### src/rtl/sdram_arbiter_if.sv
// sdram_arbiter_if: engine handshakes, engine command buses and SDRAM pins around the arbiter.
// Latency: none, wiring only.
// Backpressure: requests are levels held by each engine until the arbiter grants the bus.
interface sdram_arbiter_if #(
    parameter int DQ_W = 16
);
    // init engine
    logic            flag_init_end;
    logic [3:0]      init_cmd;
    logic [12:0]     init_addr;
    // refresh engine
    logic            ref_req;
    logic            aref_en;
    logic            flag_ref_end;
    logic [3:0]      ref_cmd;
    logic [12:0]     ref_addr;
    // write engine
    logic            wr_req;
    logic            wr_en;
    logic            flag_wr_end;
    logic [3:0]      wr_cmd;
    logic [12:0]     wr_addr;
    logic [1:0]      wr_bank;
    logic [DQ_W-1:0] wr_data;
    // read engine
    logic            rd_req;
    logic            rd_en;
    logic            flag_rd_end;
    logic [3:0]      rd_cmd;
    logic [12:0]     rd_addr;
    logic [1:0]      rd_bank;
    // SDRAM pins
    logic            sdram_cke;
    logic            sdram_cs_n;
    logic            sdram_ras_n;
    logic            sdram_cas_n;
    logic            sdram_we_n;
    logic [1:0]      sdram_bank;
    logic [12:0]     sdram_addr;
    logic [DQ_W-1:0] sdram_dq_out;
    logic            sdram_dq_oe;

    // arbiter side
    modport slave (
        input  flag_init_end, init_cmd, init_addr,
        output ref_req, aref_en,
        input  flag_ref_end, ref_cmd, ref_addr,
        input  wr_req, flag_wr_end, wr_cmd, wr_addr, wr_bank, wr_data,
        output wr_en,
        input  rd_req, flag_rd_end, rd_cmd, rd_addr, rd_bank,
        output rd_en,
        output sdram_cke, sdram_cs_n, sdram_ras_n, sdram_cas_n, sdram_we_n,
        output sdram_bank, sdram_addr, sdram_dq_out, sdram_dq_oe
    );

    // engines / pin side
    modport master (
        output flag_init_end, init_cmd, init_addr,
        input  ref_req, aref_en,
        output flag_ref_end, ref_cmd, ref_addr,
        output wr_req, flag_wr_end, wr_cmd, wr_addr, wr_bank, wr_data,
        input  wr_en,
        output rd_req, flag_rd_end, rd_cmd, rd_addr, rd_bank,
        input  rd_en,
        input  sdram_cke, sdram_cs_n, sdram_ras_n, sdram_cas_n, sdram_we_n,
        input  sdram_bank, sdram_addr, sdram_dq_out, sdram_dq_oe
    );
endinterface

### src/rtl/sdram_arbiter.sv
// sdram_arbiter: owns the SDRAM pins, fixed priority refresh > write > read; read path only with SDRAM_ARB_RD_EN.
// Latency: request seen in IDLE -> state, grant pulse and pin mux switch one sclk later.
// Backpressure: requests wait as levels; a granted engine keeps the bus until its end pulse.
module sdram_arbiter #(
    parameter int REF_CNT_MAX = 749
) (
    input  logic           sclk,
    input  logic           s_rst_n,
    sdram_arbiter_if.slave bus
);
    localparam logic [4:0] INIT  = 5'b00001;
    localparam logic [4:0] IDLE  = 5'b00010;
    localparam logic [4:0] AREF  = 5'b00100;
    localparam logic [4:0] WRITE = 5'b01000;
    localparam logic [4:0] READ  = 5'b10000;

    localparam logic [3:0] CMD_NOP = 4'b0111;
    localparam logic [9:0] REF_MAX = 10'(REF_CNT_MAX);

    logic [4:0] state;
    logic [4:0] state_nxt;
    logic [9:0] ref_cnt;
    logic       ref_req;
    logic       aref_en;
    logic       wr_en;
    logic       cke;
    logic       rd_pick;
    logic [3:0] cmd;

`ifdef SDRAM_ARB_RD_EN
    logic rd_en;
    assign rd_pick = bus.rd_req;
`else
    // Read engine absent: its inputs are deliberately dropped.
    logic unused_rd;
    assign rd_pick   = 1'b0;
    assign unused_rd = ^{bus.rd_req, bus.flag_rd_end, bus.rd_cmd, bus.rd_addr, bus.rd_bank};
`endif

    // Next-state: fixed priority out of IDLE, granted engine holds until its end pulse.
    always_comb begin
        state_nxt = state;
        case (state)
            INIT:    if (bus.flag_init_end) state_nxt = IDLE;
            IDLE: begin
                if (ref_req)         state_nxt = AREF;
                else if (bus.wr_req) state_nxt = WRITE;
                else if (rd_pick)    state_nxt = READ;
            end
            AREF:    if (bus.flag_ref_end) state_nxt = IDLE;
            WRITE:   if (bus.flag_wr_end)  state_nxt = IDLE;
`ifdef SDRAM_ARB_RD_EN
            READ:    if (bus.flag_rd_end)  state_nxt = IDLE;
`endif
            default: state_nxt = INIT;
        endcase
    end

    // State register; reset drops any grant in progress.
    always_ff @(posedge sclk or negedge s_rst_n) begin
        if (!s_rst_n) state <= INIT;
        else          state <= state_nxt;
    end

    // Refresh interval timer, idle until init is done, free-running afterwards.
    always_ff @(posedge sclk or negedge s_rst_n) begin
        if (!s_rst_n)                ref_cnt <= '0;
        else if (state == INIT)      ref_cnt <= '0;
        else if (ref_cnt == REF_MAX) ref_cnt <= '0;
        else                         ref_cnt <= ref_cnt + 10'd1;
    end

    // Refresh request: set on wrap, consumed by the grant; a wrap while pending does not stack.
    always_ff @(posedge sclk or negedge s_rst_n) begin
        if (!s_rst_n)                        ref_req <= 1'b0;
        else if ((state == IDLE) && ref_req) ref_req <= 1'b0;
        else if (ref_cnt == REF_MAX)         ref_req <= 1'b1;
    end

    // One-cycle grant pulses coincide with the first cycle of the granted state.
    always_ff @(posedge sclk or negedge s_rst_n) begin
        if (!s_rst_n) begin
            aref_en <= 1'b0;
            wr_en   <= 1'b0;
        end else begin
            aref_en <= (state == IDLE) && (state_nxt == AREF);
            wr_en   <= (state == IDLE) && (state_nxt == WRITE);
        end
    end

`ifdef SDRAM_ARB_RD_EN
    // Read grant pulse.
    always_ff @(posedge sclk or negedge s_rst_n) begin
        if (!s_rst_n) rd_en <= 1'b0;
        else          rd_en <= (state == IDLE) && (state_nxt == READ);
    end
    assign bus.rd_en = rd_en;
`else
    assign bus.rd_en = 1'b0;
`endif

    // Clock enable comes up on the first edge after reset release.
    always_ff @(posedge sclk or negedge s_rst_n) begin
        if (!s_rst_n) cke <= 1'b0;
        else          cke <= 1'b1;
    end

    // Pin mux on state; INIT only drives the init engine once cke is up so reset shows NOP.
    always_comb begin
        cmd              = CMD_NOP;
        bus.sdram_addr   = '0;
        bus.sdram_bank   = '0;
        bus.sdram_dq_out = '0;
        bus.sdram_dq_oe  = 1'b0;
        case (state)
            INIT: if (cke) begin
                cmd            = bus.init_cmd;
                bus.sdram_addr = bus.init_addr;
            end
            AREF: begin
                cmd            = bus.ref_cmd;
                bus.sdram_addr = bus.ref_addr;
            end
            WRITE: begin
                cmd              = bus.wr_cmd;
                bus.sdram_addr   = bus.wr_addr;
                bus.sdram_bank   = bus.wr_bank;
                bus.sdram_dq_out = bus.wr_data;
                bus.sdram_dq_oe  = 1'b1;
            end
`ifdef SDRAM_ARB_RD_EN
            READ: begin
                cmd            = bus.rd_cmd;
                bus.sdram_addr = bus.rd_addr;
                bus.sdram_bank = bus.rd_bank;
            end
`endif
            default: ;
        endcase
    end

    assign {bus.sdram_cs_n, bus.sdram_ras_n, bus.sdram_cas_n, bus.sdram_we_n} = cmd;
    assign bus.sdram_cke = cke;
    assign bus.ref_req   = ref_req;
    assign bus.aref_en   = aref_en;
    assign bus.wr_en     = wr_en;
endmodule

### src/flat_wrapper.sv
// flat-port wrapper written by rule: the top's interface ports become plain ports
module sdram_arbiter_flat 
#(
    parameter int REF_CNT_MAX = 749
)
  (sclk, s_rst_n, bus_flag_init_end, bus_init_cmd, bus_init_addr, bus_ref_req, bus_aref_en, bus_flag_ref_end, bus_ref_cmd, bus_ref_addr, bus_wr_req, bus_flag_wr_end, bus_wr_cmd, bus_wr_addr, bus_wr_bank, bus_wr_data, bus_wr_en, bus_rd_req, bus_flag_rd_end, bus_rd_cmd, bus_rd_addr, bus_rd_bank, bus_rd_en, bus_sdram_cke, bus_sdram_cs_n, bus_sdram_ras_n, bus_sdram_cas_n, bus_sdram_we_n, bus_sdram_bank, bus_sdram_addr, bus_sdram_dq_out, bus_sdram_dq_oe);
  sdram_arbiter_if #(.DQ_W(16)) bus_i ();
  input  logic sclk;
  input  logic s_rst_n;
  input wire logic [$bits(bus_i.flag_init_end)-1:0] bus_flag_init_end;
  input wire logic [$bits(bus_i.init_cmd)-1:0] bus_init_cmd;
  input wire logic [$bits(bus_i.init_addr)-1:0] bus_init_addr;
  output wire logic [$bits(bus_i.ref_req)-1:0] bus_ref_req;
  output wire logic [$bits(bus_i.aref_en)-1:0] bus_aref_en;
  input wire logic [$bits(bus_i.flag_ref_end)-1:0] bus_flag_ref_end;
  input wire logic [$bits(bus_i.ref_cmd)-1:0] bus_ref_cmd;
  input wire logic [$bits(bus_i.ref_addr)-1:0] bus_ref_addr;
  input wire logic [$bits(bus_i.wr_req)-1:0] bus_wr_req;
  input wire logic [$bits(bus_i.flag_wr_end)-1:0] bus_flag_wr_end;
  input wire logic [$bits(bus_i.wr_cmd)-1:0] bus_wr_cmd;
  input wire logic [$bits(bus_i.wr_addr)-1:0] bus_wr_addr;
  input wire logic [$bits(bus_i.wr_bank)-1:0] bus_wr_bank;
  input wire logic [$bits(bus_i.wr_data)-1:0] bus_wr_data;
  output wire logic [$bits(bus_i.wr_en)-1:0] bus_wr_en;
  input wire logic [$bits(bus_i.rd_req)-1:0] bus_rd_req;
  input wire logic [$bits(bus_i.flag_rd_end)-1:0] bus_flag_rd_end;
  input wire logic [$bits(bus_i.rd_cmd)-1:0] bus_rd_cmd;
  input wire logic [$bits(bus_i.rd_addr)-1:0] bus_rd_addr;
  input wire logic [$bits(bus_i.rd_bank)-1:0] bus_rd_bank;
  output wire logic [$bits(bus_i.rd_en)-1:0] bus_rd_en;
  output wire logic [$bits(bus_i.sdram_cke)-1:0] bus_sdram_cke;
  output wire logic [$bits(bus_i.sdram_cs_n)-1:0] bus_sdram_cs_n;
  output wire logic [$bits(bus_i.sdram_ras_n)-1:0] bus_sdram_ras_n;
  output wire logic [$bits(bus_i.sdram_cas_n)-1:0] bus_sdram_cas_n;
  output wire logic [$bits(bus_i.sdram_we_n)-1:0] bus_sdram_we_n;
  output wire logic [$bits(bus_i.sdram_bank)-1:0] bus_sdram_bank;
  output wire logic [$bits(bus_i.sdram_addr)-1:0] bus_sdram_addr;
  output wire logic [$bits(bus_i.sdram_dq_out)-1:0] bus_sdram_dq_out;
  output wire logic [$bits(bus_i.sdram_dq_oe)-1:0] bus_sdram_dq_oe;
  assign bus_i.flag_init_end = bus_flag_init_end;
  assign bus_i.init_cmd = bus_init_cmd;
  assign bus_i.init_addr = bus_init_addr;
  assign bus_ref_req = bus_i.ref_req;
  assign bus_aref_en = bus_i.aref_en;
  assign bus_i.flag_ref_end = bus_flag_ref_end;
  assign bus_i.ref_cmd = bus_ref_cmd;
  assign bus_i.ref_addr = bus_ref_addr;
  assign bus_i.wr_req = bus_wr_req;
  assign bus_i.flag_wr_end = bus_flag_wr_end;
  assign bus_i.wr_cmd = bus_wr_cmd;
  assign bus_i.wr_addr = bus_wr_addr;
  assign bus_i.wr_bank = bus_wr_bank;
  assign bus_i.wr_data = bus_wr_data;
  assign bus_wr_en = bus_i.wr_en;
  assign bus_i.rd_req = bus_rd_req;
  assign bus_i.flag_rd_end = bus_flag_rd_end;
  assign bus_i.rd_cmd = bus_rd_cmd;
  assign bus_i.rd_addr = bus_rd_addr;
  assign bus_i.rd_bank = bus_rd_bank;
  assign bus_rd_en = bus_i.rd_en;
  assign bus_sdram_cke = bus_i.sdram_cke;
  assign bus_sdram_cs_n = bus_i.sdram_cs_n;
  assign bus_sdram_ras_n = bus_i.sdram_ras_n;
  assign bus_sdram_cas_n = bus_i.sdram_cas_n;
  assign bus_sdram_we_n = bus_i.sdram_we_n;
  assign bus_sdram_bank = bus_i.sdram_bank;
  assign bus_sdram_addr = bus_i.sdram_addr;
  assign bus_sdram_dq_out = bus_i.sdram_dq_out;
  assign bus_sdram_dq_oe = bus_i.sdram_dq_oe;
  sdram_arbiter #(.REF_CNT_MAX(REF_CNT_MAX)) u_core (.sclk(sclk), .s_rst_n(s_rst_n), .bus(bus_i));
endmodule
### config.mk
export PLATFORM = sky130hd
export DESIGN_NAME = sdram_arbiter_flat
export DESIGN_NICKNAME = d
export VERILOG_FILES = /design/src/rtl/sdram_arbiter_if.sv /design/src/rtl/sdram_arbiter.sv /design/src/flat_wrapper.sv
export SDC_FILE = /design/constraint.sdc
export NUM_CORES = 1
export LEC_CHECK = 0
export CAP_MARGIN = 20
export CORE_UTILIZATION = 31
export CTS_CLUSTER_SIZE = 12
export DETAILED_ROUTE_END_ITERATION = 10
export GPL_ROUTABILITY_DRIVEN = 1
export PLACE_DENSITY = 0.93
export SETUP_SLACK_MARGIN = 0.15
export SYNTH_ARGS = -nofsm -noshare
export SYNTH_HDL_FRONTEND = slang
export SYNTH_SLANG_ARGS = --single-unit
### constraint.sdc
create_clock -name sclk -period 3.7 [get_ports sclk]
set_input_delay 0.37 -clock sclk [delete_from_list [all_inputs] [get_ports sclk]]
set_output_delay 0.37 -clock sclk [all_outputs]
set_load 0.1 [all_outputs]
After elaboration in Yosys (flattened, before gate mapping). Index checks and enable logic that the tools add are counted.

Word-level logic and storage cells: 35. Bits of input ports: 96. Output and inout bits: 41. Register bits after elaboration: 19.

Add/subtract/negate cells: 1. Reductions and logical operators: 4. Mux-type cells: 17. Equal/unequal tests: 7.

Operators with widths (number): one-hot mux 13 bit (3 select lines) (1); 2-to-1 mux 5 bit (5); 2-to-1 mux 10 bit (2); one-hot mux 5 bit (4 select lines) (1); 2-to-1 mux 16 bit (1); 2-to-1 mux 13 bit (1); one-hot mux 4 bit (3 select lines) (1); adder 10 x 1 -> 10 bit, second input constant (1); == test 10 bit, second input constant (1); == test 5 x 3 -> 1 bit, second input constant (2); == test 5 x 4 -> 1 bit, second input constant (2); == test 5 x 1 -> 1 bit, second input constant (1); == test 5 x 2 -> 1 bit, second input constant (1); 2-to-1 mux 4 bit (1); logical AND 1 bit (3); 2-to-1 mux 1 bit (3); 2-to-1 mux 2 bit (1); nonzero test 2 bit (1).

Longest topological paths before layout. Gate-level depths: netlist (run 1).

Depth after elaboration: 5. Depth in mapped cells: 6. Gate-level depth less buffers: 6.

Least setup slack after synthesis (run 1). OpenSTA, ideal clock, no wires.

Path type: register -> output. Start: register u_core.cke, in the netlist u_core.bus.sdram_cke. End: output port bus_sdram_addr[10]. Arrival: 2332 ps. Cell stages (with the launch flop): 6. Required time: 3330 ps. Buffers on the path: 1. Path slack: 998 ps. Cells stage by stage: dfrtp_1 -> inv_1 -> nor3_2 -> buf_2 -> nand2_1 -> nand2_1.

Word-level cells in the longest chain between the ends: 2.

RTL lines: from (decl) (line sdram_arbiter.sv:26) `logic cke;`; from (signal assigned) (line sdram_arbiter.sv:104) `if (!s_rst_n) cke <= 1'b0;`; from (signal assigned) (line sdram_arbiter.sv:105) `else cke <= 1'b1;`; 2-to-1 mux 13 bit (line sdram_arbiter.sv:116) `INIT: if (cke) begin`; one-hot mux 13 bit (3 select lines) (line sdram_arbiter.sv:115) `case (state)`; to (decl) (line flat_wrapper.sv:37) `output wire logic [$bits(bus_i.sdram_addr)-1:0] bus_sdram_addr;`.

No other way between the ends.

Worst setup path after layout (run 1).
Start: register u_core.state[2]. End: output port bus_sdram_addr[4].

Word-level cells in the longest chain between the ends: 2. Elaborated cells between the ends (all ways): 4. Those cells by class: eq/ne: 3; mux: 1.

RTL lines: from (decl) (line sdram_arbiter.sv:20) `logic [4:0] state;`; from (signal assigned) (line sdram_arbiter.sv:62) `else state <= state_nxt;`; == test 5 x 4 -> 1 bit, or another cell as far along (line sdram_arbiter.sv:115); one-hot mux 13 bit (3 select lines) (*) (line sdram_arbiter.sv:115).

Mark *: on every way between the ends. The rest lies on a longest branch, timed or not.

==> results.json, run 1 <==
{
  "cts.repair_timing.setup_buffer_count": 0,
  "timing.max_slew.rel_slack_pct": 34.77,
  "ys_seq_area_share_pct": 35.91,
  "timing.critical_path.to_type": "output port",
  "synth_enable_flop_cells": 0,
  "run_status": "completed",
  "clk_pin_slew_ns": 0.07,
  "biggest_area_consumer_among_synthesized_cells": "sky130_fd_sc_hd__dfrtp_1",
  "worst_hold_startpoint": "u_core.ref_cnt[0]",
  "routed_via_density": 4.860,
  "dp.cells": 324,
  "timing.critical_path.fanout_max": 14,
  "drt_drc_violations_left": 0,
  "routed_wl_microns": 4371,
  "timing.reg2reg.setup_slack_ns": 2.12,
  "cts_hold_repair.buffers": 0,
  "timing.rr.end": "u_core.ref_cnt[4]",
  "finalWeightedCongestion": 0.7690,
  "synth-adder-area-share_pct": 1.885,
  "final_util_pct": 60.44,
  "floorplan.initialDensity_pct": 32.72,
  "drv.max_cap_violation_count": 0,
  "synth-async-reset-ratio_pct": 100.0,
  "netlist.area_leader.share_pct": 33.93,
  "route.vias.total": 1594,
  "portion_of_the_clock_cycle_consumed_by_the_worst_path_in_the_final_layout_pct": 73.88,
  "post-place-ws_ns": 1.251,
  "worst-slew-pin-transition_ns": 0.9754,
  "first_pass_grt_wire_length_microns": 6009,
  "post-route-worst-setup-slack_ns": 0.9666,
  "clock_buffers_created_by_tritoncts": 3,
  "r2r-start": "u_core.ref_cnt[1]",
  "dieWidth_microns": 67.44,
  "detail_route.wl_per_cell_microns": 13.33,
  "sw_power_uw": 256.1,
  "htree_num_levels": 1,
  "cts_buffer_depth": 2,
  "power_frac_seq_pct": 37.6,
  "final_layout_size_suffix_gt1_share_pct": 17.63,
  "synth_area_leaders": "sky130_fd_sc_hd__dfrtp_1 (34%), sky130_fd_sc_hd__a22oi_1 (9.6%), sky130_fd_sc_hd__nand2_1 (9.6%)",
  "share_clk_of_total_power_pct": 21.0,
  "cts_num_sinks": 19,
  "switching_share_pct": 37.95,
  "detailedRoute.firstIterationViolations": 54,
  "timing_worst_setup_path_type": "flip-flop to output port",
  "cts_tree": "yes",
  "num_rows": 23,
  "number_of_warnings_printed_during_yosys_synthesis": 0,
  "final.hold.worst_slack_ns": 0.5113,
  "area_of_the_core_sq_um": 4058,
  "setup_tns_ns": 0,
  "design.die.area_sq_um": 4548,
  "finalCriticalPeriod_ns": 2.733,
  "worst-endpoint-arrival_ns": 2.36,
  "endpoints_failing_setup": 0,
  "grt.total_usage_pct": 17.19,
  "chipHeight_microns": 67.44,
  "area_of_the_multi_input_gates_sq_um": 770.7,
  "synthMuxAreaShare_pct": 0,
  "cts_resized": 0,
  "antenna_fix_cells": 0,
  "clock_tree.root_cell": "sky130_fd_sc_hd__clkbuf_8",
  "clkLatencyLatePin_ns": 0.25,
  "rsz0062_at_grt": "false",
  "finalNonFillerCells": 328,
  "synth_area_per_cell_sq_um": 8.046,
  "cp_data_required_time_ns": 3.33,
  "power.static_leakage_nw": 1.110,
  "vias_in_the_first_global_route": 1384,
  "fmax_ghz": 0.3658,
  "syn-cell-area_sq_um": 1328,
  "final.fill_count": 358,
  "floorplan.io_pins": 137,
  "route.antenna.remaining_nets": 0,
  "final.setup_skew_ns": 0.006951,
  "antenna_violations_before_repair": 0,
  "combinational_family_with_the_most_area_after_synthesis": "simple AND/OR/NAND/NOR gates",
  "syn2layout_area_growth_pct": 84.73,
  "synth_commonest_cells": "sky130_fd_sc_hd__nand2_1 (34), sky130_fd_sc_hd__and2_1 (18), sky130_fd_sc_hd__dfrtp_1 (18), sky130_fd_sc_hd__a22oi_1 (17), sky130_fd_sc_hd__nor2_1 (9)",
  "final_net_count": 377,
  "min_to": "u_core.ref_cnt[0]",
  "ys_ff_latch": 19,
  "leading_cell_type_by_number_of_instances_after_synthesis": "sky130_fd_sc_hd__nand2_1",
  "p_per_area_nw_per_um2": 275.2,
  "hold_path.class": "flip-flop to flip-flop",
  "worstHoldPathCells": 1,
  "r2r_cells": 6,
  "synthesis.instances": 165,
  "p_int_uw": 418.7,
  "maxSlewViolCount": 0,
  "power_share_of_the_combinational_group_pct": 41.3,
  "numPortBuffers": 114,
  "grt_max_degree": 38,
  "synth_compound_area_share_pct": 18.47,
  "worstSetupStartpointType": "flip-flop",
  "seqCellArea_sq_um": 476.7,
  "synthFlopType": "sky130_fd_sc_hd__dfrtp_1",
  "synth-simple-area-share_pct": 34.21,
  "synth_xor_xnor_area_share_pct": 2.639,
  "firstDrtPassIters": 5,
  "dpl.hpwl_microns": 3561,
  "finalHoldViolCount": 0,
  "sum_of_overflow_across_all_layers_after_global_routing": 0,
  "vdd_ir_drop_max_mv": 0.2721,
  "synth_cell_types": 39
}
layer usage:
layer | GRT usage, % | vias to the layer above | share of wire, %
met5 | 0 | - | 0
met4 | 3.989 | 0 | 1.0
met3 | 3.041 | 6 | 8.1
met2 | 35.13 | 67 | 53
met1 | 17.57 | 729 | 38
li1 | - | 792 | -
stage by stage:
stage | instance area (sq um) | total power, mW
global placement | 2406 | 0.5315
CTS | 2452 | 0.6792
floorplan | 1331 | 0.4183
global route | 2452 | 0.7060
finish | 2452 | 0.6748
detailed placement | 2406 | 0.5374
how the worst max path moves through the flow:
stage / slack [ns] / to / from / cells after the start
2_1_floorplan: 1.0 / bus_sdram_addr[10] / u_core.bus.sdram_cke / 5
3_3_place_gp: 1.34 / bus_sdram_addr[12] / u_core.state[2] / 5
3_5_place_dp: 1.25 / bus_sdram_addr[4] / u_core.state[2] / 5
4_1_cts: 0.97 / bus_sdram_addr[4] / u_core.state[2] / 5
5_1_grt: 0.86 / bus_sdram_addr[4] / u_core.state[2] / 5
6_report: 0.97 / bus_sdram_addr[4] / u_core.state[2] / 5
placed cells by master (no fill, tap or decap), drive strengths merged, types with 2 or more instances in the layout:
cell type / netlist / layout
or3: 6 / 6
nor3b: 2 / 2
dfrtp: 18 / 18
nor3: 2 / 2
nand4: 2 / 2
clkdlybuf4s50: 0 / 78
and2: 18 / 18
buf: 7 / 38
o31ai: 2 / 2
clkbuf: 1 / 3
a31oi: 3 / 3
nand2: 34 / 34
nor2: 10 / 10
a22oi: 17 / 17
ha: 2 / 2
o21ai: 7 / 7
nand3: 8 / 8
conb: 2 / 3
xnor2: 2 / 2
xor2: 2 / 2
inv: 8 / 8
registers in the layout (all words and copies together), names as in the netlist:
signal                cells
u_core.state              5
u_core.bus.aref_en        1
u_core.bus.sdram_cke      1
u_core.bus.ref_req        1
u_core.ref_cnt           10
u_core.bus.wr_en          1
area by class of cell:
type	instances	area share, %
clock inverters	1	0.2041
well taps	50	2.551
repair buffers	116	43.47
multi-input cells	131	31.43
inverters	8	1.224
flip-flops and latches	19	19.44
clock buffers	3	1.684
kinds of logic after synthesis:
group | Yosys count
xor+xnor | 4
simple gates | 87
buf+inv | 16
other cells | 2
fa+ha+maj | 2
flops | 19
compound gates | 35
critical path, stage by stage, from the launching register on:
cell and delay, ns:
sky130_fd_sc_hd__dfrtp_1 0.44, sky130_fd_sc_hd__or3_1 0.45, sky130_fd_sc_hd__nor3_2 0.67, sky130_fd_sc_hd__nand2_1 0.13, sky130_fd_sc_hd__nand2_1 0.12, sky130_fd_sc_hd__buf_4 0.29
power groups by stage:
stage / logic, mW / registers [mW] / clock network (mW)
2_1_floorplan: 0.161 / 0.257 / 0
3_3_place_gp: 0.276 / 0.255 / 0
3_5_place_dp: 0.280 / 0.258 / 0
4_1_cts: 0.281 / 0.254 / 0.145
5_1_grt: 0.297 / 0.256 / 0.152
6_report: 0.279 / 0.254 / 0.142
(Power assumes the default switching activity.)
==> run 2: changes to the inputs <==
Settings changed: CORE_UTILIZATION 31 to 29, PLACE_DENSITY 0.93 to 0.88.
Clock period 3.7 ns to 2.8 ns, I/O delays scaled along.
==> results.json, run 2 (synthesis results as in run 1) <==
{
  "worst-endpoint-arrival_ns": 2.18,
  "first_pass_grt_wire_length_microns": 8128,
  "floorplan.io_pins": 137,
  "switching_share_pct": 37.22,
  "hold_path.class": "input pin to asynchronous set/reset pin",
  "clkLatencyLatePin_ns": 0.26,
  "drv.max_cap_violation_count": 0,
  "setup_tns_ns": 0,
  "sw_power_uw": 355.8,
  "p_per_area_nw_per_um2": 328.0,
  "cts.repair_timing.setup_buffer_count": 0,
  "timing.max_slew.rel_slack_pct": 43.93,
  "worstSetupStartpointType": "flip-flop",
  "routed_wl_microns": 5056,
  "cts_resized": 0,
  "clock_tree.root_cell": "sky130_fd_sc_hd__clkbuf_8",
  "area_of_the_core_sq_um": 4384,
  "portion_of_the_clock_cycle_consumed_by_the_worst_path_in_the_final_layout_pct": 87.69,
  "finalHoldViolCount": 0,
  "grt_max_degree": 38,
  "firstDrtPassIters": 4,
  "max_flop_register": "u_core.ref_cnt",
  "num_rows": 24,
  "final_layout_size_suffix_gt1_share_pct": 19.00,
  "detail_route.wl_per_cell_microns": 15.27,
  "maxSlewViolCount": 0,
  "met2_usage_pct": 39.91,
  "rsz0062_at_grt": "false",
  "layout_common_cells": "sky130_fd_sc_hd__clkdlybuf4s50_1 (74), sky130_fd_sc_hd__buf_12 (37), sky130_fd_sc_hd__nand2_1 (34)",
  "layout_commonest_cell": "sky130_fd_sc_hd__clkdlybuf4s50_1",
  "route.vias.total": 1669,
  "sum_of_overflow_across_all_layers_after_global_routing": 0,
  "power_frac_seq_pct": 35.1,
  "biggestRegsByFlops": "u_core.ref_cnt (10), u_core.state (5)",
  "final.hold.worst_slack_ns": 0.4957,
  "design.die.area_sq_um": 4853,
  "dieWidth_microns": 69.66,
  "finalCriticalPeriod_ns": 2.455,
  "fmax_ghz": 0.4073,
  "drt_drc_violations_left": 0,
  "cts_tree": "yes",
  "p_int_uw": 600.1,
  "power.static_leakage_nw": 1.231,
  "timing.critical_path.to_type": "output port",
  "power_share_of_the_combinational_group_pct": 44.7,
  "numPortBuffers": 114,
  "clk_pin_slew_ns": 0.07,
  "antenna_fix_cells": 0,
  "share_clk_of_total_power_pct": 20.2,
  "cts_hold_repair.buffers": 0,
  "detailedRoute.firstIterationViolations": 83,
  "largest_register_ff_count": 10,
  "syn2layout_area_growth_pct": 119.5,
  "routed_via_density": 5.042,
  "cts_num_sinks": 19,
  "chipHeight_microns": 69.66,
  "floorplan.initialDensity_pct": 30.28,
  "htree_num_levels": 1,
  "grt.total_usage_pct": 21.00,
  "endpoints_failing_setup": 0,
  "final.setup_skew_ns": 0.005433,
  "finalWeightedCongestion": 0.8069,
  "cp_data_required_time_ns": 2.52,
  "final_net_count": 378,
  "run_status": "completed",
  "grt.met3_usage_pct": 4.360,
  "globalRoute.busiestLayer": "met2",
  "dpl.hpwl_microns": 4133,
  "route.antenna.remaining_nets": 0,
  "timing.critical_path.fanout_max": 18,
  "grt_use_met1_pct": 22.96,
  "antenna_violations_before_repair": 0,
  "cts_buffer_depth": 2,
  "clock_buffers_created_by_tritoncts": 3,
  "vias_in_the_first_global_route": 1597,
  "worst-slew-pin-transition_ns": 0.8384,
  "timing_worst_setup_path_type": "flip-flop to output port",
  "vdd_ir_drop_max_mv": 0.3242
}
==> run 2: final cells by class <==
cell class              count  area [sq um]
clock buffers               4         45.04
fillers                   326          1470
inverters                   8         30.03
multi-input cells         131         770.7
flip-flops and latches     19         476.7
well taps                  52         65.06
repair buffers            117          1526
==> run 2: power by group through the flow <==
stage          clock (mW)  sequential, mW  combinational [mW]
3_5_place_dp            0           0.340               0.429
2_1_floorplan           0           0.340               0.213
5_1_grt             0.207           0.339               0.449
3_3_place_gp            0           0.337               0.419
4_1_cts             0.199           0.335               0.431
6_report            0.193           0.335               0.428
==> run 2: final timing paths <==
path,startpoint,end,slack (ns),cells past startpoint
setup / recovery,u_core.state[4],bus_sdram_ras_n,0.34,6
min in group sclk,u_core.ref_cnt[0],u_core.ref_cnt[0],0.52,1
hold reg to reg,u_core.ref_cnt[0],u_core.ref_cnt[0],0.52,1
hold / removal,s_rst_n,u_core.ref_cnt[0],0.50,1
setup reg to reg,u_core.ref_cnt[1],u_core.ref_cnt[2],1.20,6
max in group asynchronous,s_rst_n,u_core.bus.aref_en,1.78,1
==> run 2: worst max-delay path, cell delays in order, from the launching register on <==
cell	delay, ns
sky130_fd_sc_hd__dfrtp_1	0.40
sky130_fd_sc_hd__or3_4	0.42
sky130_fd_sc_hd__nor3b_2	0.28
sky130_fd_sc_hd__buf_4	0.30
sky130_fd_sc_hd__or3_1	0.18
sky130_fd_sc_hd__nand3_1	0.14
sky130_fd_sc_hd__buf_12	0.20
==> run 2: metrics by stage <==
stage	area, sq um	util (%)	power, mW	instances	setup slack [ns]
after floorplan	1331	-	0.5527	166	0.1876
after global placement	2869	65.44	0.7552	327	0.6658
after detailed placement	2869	65.44	0.7689	327	0.6340
after CTS	2914	66.47	0.9650	331	0.3431
after global routing	2914	66.47	0.9949	331	0.2220
final	2914	66.47	0.9559	331	0.3446
==> run 2: per-layer routing <==
layer	up-vias	part of all wire [%]	wire length, microns
met3	7	6.9	351
met2	66	54	2739
met5	-	0	0
met1	801	37	1884
li1	795	-	-
met4	0	1.6	80
